`config.mk`:
```
export PLATFORM = sky130hd
export DESIGN_NAME = bcd_seq_converter
export DESIGN_NICKNAME = d
export VERILOG_FILES = /design/src/rtl/ou_pkg.sv /design/src/rtl/bcd_seq_converter_add3.sv /design/src/rtl/bcd_seq_converter.sv
export SDC_FILE = /design/constraint.sdc
export NUM_CORES = 1
export LEC_CHECK = 0
export ABC_AREA = 1
export CORE_MARGIN = 3
export CORE_UTILIZATION = 45
export CTS_BUF_LIST = sky130_fd_sc_hd__clkbuf_2 sky130_fd_sc_hd__clkbuf_4 sky130_fd_sc_hd__clkbuf_8
export CTS_CLUSTER_DIAMETER = 50
export DETAILED_ROUTE_END_ITERATION = 7
export PLACE_DENSITY = 0.69
export SETUP_SLACK_MARGIN = 0.05
export SLEW_MARGIN = 10
export SYNTH_ARGS = -nofsm -noshare
export SYNTH_HDL_FRONTEND = slang
export SYNTH_SLANG_ARGS = --single-unit
```
`constraint.sdc`:
```
create_clock -name clk -period 3.05 [get_ports clk]
set_clock_uncertainty 0.2 [all_clocks]
set_input_delay 0.4575 -clock clk [delete_from_list [all_inputs] [get_ports clk]]
set_output_delay 0.4575 -clock clk [all_outputs]
set_load 0.05 [all_outputs]
```
`src/rtl/ou_pkg.sv`:
```
// Shared Output Unit types: BCD digit width, converter state encoding.
package ou_pkg;

  localparam int unsigned BCD_W = 4;

  typedef enum logic {IDLE, SHIFT} bcd_state_t;

  typedef logic [BCD_W-1:0] bcd_digit_t;

endpackage

```
`src/rtl/bcd_seq_converter_add3.sv`:
```
// Shift-and-add-3 correction for one BCD digit: values >= 5 get +3 before the shift.
module bcd_seq_converter_add3
  import ou_pkg::*;
(
  input  bcd_digit_t d,
  output bcd_digit_t q
);

  assign q = (d >= bcd_digit_t'(5)) ? bcd_digit_t'(d + bcd_digit_t'(3)) : d;

endmodule

```
`src/rtl/bcd_seq_converter.sv`:
```
// Sequential binary-to-BCD converter, one shift per clock, with sign flag and
// leading-zero mask for the seven-segment driver.
module bcd_seq_converter
  import ou_pkg::*;
#(
  parameter int unsigned WIDTH  = 16,
  parameter int unsigned DIGITS = 5
) (
  input  logic                    clk,
  input  logic                    rst_n,
  input  logic                    start,
  input  logic                    is_signed,
  input  logic [WIDTH-1:0]        bin_in,
  output logic                    busy,
  output logic                    done,
  output logic [BCD_W*DIGITS-1:0] bcd_out,
  output logic                    sign_out,
  output logic [DIGITS-1:0]       lz_mask
);

  localparam int unsigned SW = BCD_W * DIGITS;
  localparam int unsigned CW = (WIDTH > 1) ? $clog2(WIDTH) : 1;

  if (10**DIGITS <= 2**WIDTH) begin : g_bad_digits
    $error("bcd_seq_converter: DIGITS too small to hold 2**WIDTH");
  end

  bcd_state_t        state;
  logic [CW-1:0]     cnt;
  logic [SW-1:0]     scratch;
  logic [WIDTH-1:0]  mag;
  logic              neg;

  logic [SW-1:0]     corr;
  logic [SW-1:0]     scratch_nxt;
  logic [DIGITS-1:0] lz_nxt;

  for (genvar g = 0; g < int'(DIGITS); g++) begin : g_add3
    bcd_seq_converter_add3 u_add3 (
      .d (scratch[g*BCD_W +: BCD_W]),
      .q (corr[g*BCD_W +: BCD_W])
    );
  end

  assign scratch_nxt = {corr[SW-2:0], mag[WIDTH-1]};

  // Leading-zero mask scans from the top digit down; the units digit is always shown.
  always_comb begin
    logic all_zero;
    lz_nxt   = '0;
    all_zero = 1'b1;
    for (int i = int'(DIGITS) - 1; i > 0; i--) begin
      all_zero  = all_zero & (scratch_nxt[i*BCD_W +: BCD_W] == '0);
      lz_nxt[i] = all_zero;
    end
  end

  always_ff @(posedge clk or negedge rst_n) begin
    if (!rst_n) begin
      state    <= IDLE;
      cnt      <= '0;
      scratch  <= '0;
      mag      <= '0;
      neg      <= 1'b0;
      busy     <= 1'b0;
      done     <= 1'b0;
      bcd_out  <= '0;
      sign_out <= 1'b0;
      lz_mask  <= '0;
    end else begin
      done <= 1'b0;
      case (state)
        IDLE: begin
          if (start) begin
            mag     <= (is_signed && bin_in[WIDTH-1]) ? WIDTH'(-bin_in) : bin_in;
            neg     <= is_signed && bin_in[WIDTH-1];
            scratch <= '0;
            cnt     <= CW'(WIDTH - 1);
            busy    <= 1'b1;
            state   <= SHIFT;
          end
        end
        SHIFT: begin
          scratch <= scratch_nxt;
          mag     <= {mag[WIDTH-2:0], 1'b0};
          cnt     <= cnt - CW'(1);
          if (cnt == '0) begin
            bcd_out  <= scratch_nxt;
            sign_out <= neg && (scratch_nxt != '0);
            lz_mask  <= lz_nxt;
            done     <= 1'b1;
            busy     <= 1'b0;
            state    <= IDLE;
          end
        end
        default: state <= IDLE;
      endcase
    end
  end

endmodule

```
# After elaboration in Yosys (flattened, before gate mapping)
# Cells that the tools add are included.
dict set report totals {
  register_bits 69
  input_bits 20
  out_inout_bits 28
  elab_cells 59
}
dict set report classes {
  n_addsub 7
  magnitude_cmp 5
  n_eq_ne 2
  muxes 20
  n_bitwise 4
  reduce_logical 11
}
# operator count
set ops {}
lappend ops {{20-bit one-hot mux with 2 select lines} 1}
lappend ops {{16-bit 2-to-1 mux} 2}
lappend ops {{16-bit one-hot mux with 2 select lines} 1}
lappend ops {{4-bit by 3-bit >= comparator with 1-bit output (second input constant)} 5}
lappend ops {{4-bit logical NOT} 5}
lappend ops {{20-bit 2-to-1 mux} 1}
lappend ops {{4-bit 2-to-1 mux} 5}
lappend ops {{20-bit nonzero test} 1}
lappend ops {{4-bit by 2-bit adder with 4-bit output (second input constant)} 4}
lappend ops {{16-bit negator} 1}
lappend ops {{4-bit one-hot mux with 2 select lines} 1}
lappend ops {{1-bit 2-to-1 mux} 6}
lappend ops {{2-bit AND reduction} 3}
lappend ops {{1-bit one-hot mux with 2 select lines} 2}
lappend ops {{4-bit by 1-bit subtractor with 4-bit output (second input constant)} 1}
lappend ops {{3-bit by 2-bit adder with 3-bit output (second input constant)} 1}
lappend ops {{1-bit AND} 3}
lappend ops {{3-bit 2-to-1 mux} 1}
lappend ops {{1-bit logical AND} 2}
lappend ops {{2-bit by 1-bit inequality test with 1-bit output (second input constant)} 1}
lappend ops {{2-bit inequality test (second input constant)} 1}
lappend ops {{1-bit NOT} 1}

# Logic depth before layout (Yosys ltp)
dict set report logic_depth {
  depth_word 6
  mapped_depth 13
  depth_no_buf 13
}

# By module
# Synthesis repeated with hierarchy kept, for this count alone.
dict set report hier_totals {
  cells_unflattened 479
  area_unflattened_um2 3849.9
}
# mod n_inst cells_per_inst area_per_inst_um2 seq_area_each_um2
set modules_own_cells {}
lappend modules_own_cells {bcd_seq_converter 1 364 3174.3 1726.7}
lappend modules_own_cells {bcd_seq_converter_add3 5 23 135.1 0.0}

# Worst setup path before layout
# No wires, ideal clock.
dict set report synth_path {
  path_kind {reg2reg}
  start {reg scratch[0]}
  end {reg sign_out}
  setup_time_ps 118
  t_arrival_ps 1365
  required_time_ps 2732
  slack_ps 1367
  stages_incl_launch_ff 12
  n_path_buf 0
  period_less_slack_ps 1683
  cell_sequence {dfrtp_1 -> inv_1 -> ha_1 -> inv_1 -> nand2_1 -> nand3_1 -> o21ai_1 -> nand3_1 -> nor2_1 -> nand3_1 -> nand2_1 -> nand2_1}
}
dict set report synth_between {
  elab_chain_len 4
  word_cells_on_any_way 5
  classes_between {1 x add/sub; 1 x order compare; 1 x mux; 2 x reduce/logical}
}
# element line_no
set synth_rtl {}
lappend synth_rtl {{start: declaration} bcd_seq_converter.sv:30} ;# logic [SW-1:0] scratch;
lappend synth_rtl {{start signal: assignment} bcd_seq_converter.sv:84} ;# scratch <= scratch_nxt;
lappend synth_rtl {{4-bit by 2-bit adder with 4-bit output / 4-bit by 3-bit >= comparator with 1-bit output (equally long branches)} bcd_seq_converter_add3.sv:9} ;# assign q = (d >= bcd_digit_t'(5)) ? bcd_digit_t'(d + bcd_digit_t'(3)) : d;
lappend synth_rtl {{4-bit 2-to-1 mux (*)} bcd_seq_converter_add3.sv:9}
lappend synth_rtl {{20-bit nonzero test (*)} bcd_seq_converter.sv:89} ;# sign_out <= neg && (scratch_nxt != '0);
lappend synth_rtl {{1-bit logical AND (*)} bcd_seq_converter.sv:89}
lappend synth_rtl {{end signal: assignment} bcd_seq_converter.sv:89}
lappend synth_rtl {{end: declaration} bcd_seq_converter.sv:17} ;# output logic sign_out,
# Every way passes the cells marked *; elsewhere a longest branch is shown, timed or not.
# A chain may end at the register's enable or synchronous reset.

# Worst setup path after layout
dict set report layout_path {
  start {reg sign_out}
  end {out sign_out}
}
# No word-level cell between the ends.

==> summary.txt <==
Detailed routing
  • Wirelength per Cell: roughly 13 µm
  • Post-route DRC: 0
  • Total number of vias: around 3100
  • First-pass DRT Iterations: 4
  • Met2 WL post-DR: 3610 µm
  • Final antenna-violating net count: 0
  • Routed length on met3: just under 300 µm
  • Vias per Instance: approximately 5.2
  • WL final: 7510 µm
  • Met1 wire length: around 3400 µm
  • DR top layer: met4
  • 1st-iter DRT viols: 177

Min path
  • Type of the tightest min-delay check: primary input to async pin

Layout
  • Final Non-Filler Cells: around 600
  • Number of diodes: 0
  • Most common cell after layout, fill and taps aside: nand2_1
  • Finished Cell Area: 0.00439 mm²
  • P&R area growth vs syn: 19.2%
  • Nets: 520
  • Layout cells sized above 1: 9.94%
  • Most frequent cells in the layout: nand2_1, dfrtp_1, inv_1, clkdlybuf4s50_1, nor2_1

CTS
  • CTS tree: done
  • Largest buffer count on any clock path: 2
  • Clk_lat worst skew: approximately 0.34 ns
  • H-tree levels: 3
  • Reg clk slew, reported paths: roughly 0.07 ns
  • PostCTS Resize Cnt: 0
  • Post-CTS Hold Buffers: 0
  • Clock sinks: 69
  • CTS Root Cell: clkbuf_8
  • CTS Buf Count: 9
  • Setup Fix Bufs, Post-CTS: 0

Synthesis
  • Post-Synthesis Cells: ~440
  • Ys async rst share: 100%
  • Synth area leader: dfrtp_1
  • Simple-gate share of the synthesized area: around 22%
  • Post-synthesis adder-cell area fraction: under 10%
  • Ranking of synthesized cells by area: dfrtp_1, nand2_1, inv_1
  • Sequential element share of the synthesized area: between 40 and 50%
  • Largest family of logic cells by synthesized area: simple AND/OR/NAND/NOR gates
  • Mux contribution to synthesized area: 0%
  • Mean area per synthesized cell: roughly 8.3 µm²
  • Most used DFF post-synth: dfrtp_1
  • Cell Area, Synth: around 0.0037 mm²
  • Syn Nets: 475
  • Yosys reg bits: 69
  • Post-Synth XOR/XNOR Area: ~1.2%
  • Post-synth top area share: 46.9%
  • EDFF count, synth: 0
  • Synth Warn #: 0
  • Synth cell types: 35
  • Synth Area in Compound Gates: between 10% and 20%

Floorplan
  • IO Pins: 48
  • Initial Util: ~47%
  • Die Ht: just under 100 µm
  • Die width: 96.4 µm
  • Std-Cell Rows: 32
  • Die area: between 0.009 and 0.01 mm²
  • CORE AREA: between 0.007 and 0.008 mm²

Critical path
  • Nature of the critical path endpoint: output port
  • CP peak stage delay: 0.81 ns
  • Flop-to-flop setup slack: 1.01 ns
  • CP Max Fanout: 2
  • Crit Reg-Reg Endpoint: sign_out$_DFFE_PN0P_
  • Critical Path Start Type: flop
  • Family with the most delay on the worst path: buffers and inverters
  • R2r startpoint: scratch[0]$_DFFE_PN0P_
  • Path depth of the worst reg2reg path: 11
  • CP required: ~2.4 ns
  • Critical path buffers and inverters: 1
  • Arr. time, crit path: 1.53 ns
  • Critical path cell sequence: clkdlybuf4s50_1
  • Slowest CP cell: clkdlybuf4s50_1
  • Critical path class: flop to output port

Placement
  • Inst Count DP: between 500 and 600
  • Port bufs: 46
  • DP HPWL: around 5400 µm
  • Gpl congestion: 0.859
  • Placed cell areas: 0.00418 mm²

Global route
  • Pin count of the biggest net entering global routing: 70
  • Initial antenna violation count: 0
  • Number of global-route vias before repair: around 3000
  • Tot GR Track Use: between 10% and 20%
  • First-pass GRT wire length: between 10000 and 15000 µm
  • Overflow after GRT: 0

Timing
  • Final Cycle Share: 71.7%
  • Worst hold slack: between 0.1 and 0.15 ns
  • Worst slew pin tran: 0.857 ns
  • Fmax: between 0.4 and 0.5 GHz
  • Final Hold Viols: 0
  • Final setup TNS: 0 ns
  • Fin crit period: around 2.2 ns
  • RSZ-0062 raised after global routing: no
  • # setup viols final: 0
  • Max-slew violation count: 0
  • Slew headroom: around 43%

Power
  • Pwr dens: approximately 1100 mW/mm²
  • Peak supply drop: roughly 0.00032 V
  • Tot Pwr: around 0.005 W
  • Leak Pwr: 2.13 nW

Flow run
  • Max-Cap Viols: 0

Outcome
  • Outcome: complete, no violations
## Yosys cell counts, types with 3 or more instances
| master | count |
|---|---|
| nor2_1 | 28 |
| xor2_1 | 4 |
| o21ai_2 | 6 |
| buf_6 | 5 |
| o21ai_0 | 26 |
| nand3_1 | 18 |
| ha_1 | 12 |
| o21ai_1 | 21 |
| o22ai_1 | 20 |
| a22oi_1 | 15 |
| nand2_1 | 96 |
| buf_2 | 4 |
| dfrtp_1 | 69 |
| inv_2 | 5 |
| a21oi_1 | 5 |
| nand4_1 | 12 |
| nand2_2 | 9 |
| inv_1 | 61 |
| clkbuf_1 | 3 |
## layer usage
metal	track usage, %	up-vias
met5	0	-
li1	-	1553
met2	30.0	73
met4	8.88	0
met3	2.40	12
met1	23.0	1444
## area by class of cell
class,instances,area (µm²)
clock buffers,13,166
inverters,66,248
well taps,102,128
clock inverters,3,43.8
flip-flops and latches,69,1730
repair buffers,49,478
multi-input cells,293,1600
fillers,739,3460
## worst max path at each step
stage | slack (ns) | start | to | cells past startpoint
floorplan | 1.37 | scratch[0]$_DFFE_PN0P_ | sign_out$_DFFE_PN0P_ | 11
global placement | 0.87 | bin_in[1] | mag[12]$_DFFE_PN0P_ | 8
detailed placement | 0.81 | bin_in[0] | mag[14]$_DFFE_PN0P_ | 8
CTS | 0.84 | lz_mask[1]$_DFFE_PN0P_ | lz_mask[1] | 1
global route | 0.80 | lz_mask[1]$_DFFE_PN0P_ | lz_mask[1] | 1
finish | 0.86 | sign_out$_DFFE_PN0P_ | sign_out | 1
## stage by stage
stage,util (%),setup WS (ns)
3_3_place_gp,53.3,0.871
2_1_floorplan,-,1.37
3_5_place_dp,53.3,0.811
5_1_grt,55.9,0.797
6_report,55.9,0.862
4_1_cts,55.9,0.841
## sequential cells by signal, summed over array words and instances, names as in the netlist
| register | count |
|---|---|
| bcd_out | 20 |
| scratch | 20 |
| lz_mask | 4 |
| mag | 16 |
| state | 1 |
| sign_out | 1 |
| neg | 1 |
| busy | 1 |
| done | 1 |
| cnt | 4 |
## cell families after synthesis
kind of cell / count (synthesis)
AOI/OAI and AO/OA: 97
xor gates and xnor gates: 5
adders and majority gates: 12
and+or+nand+nor: 178
buffers and inverters: 81
DFF: 69
other: 1
## power by group
group | switching [W] | internal [W]
logic | 0.00177 | 0.000883
clock network | 0.000330 | 0.000441
registers | 0.000267 | 0.00132
total | 0.00236 | 0.00264
(Power assumes the default switching activity.)
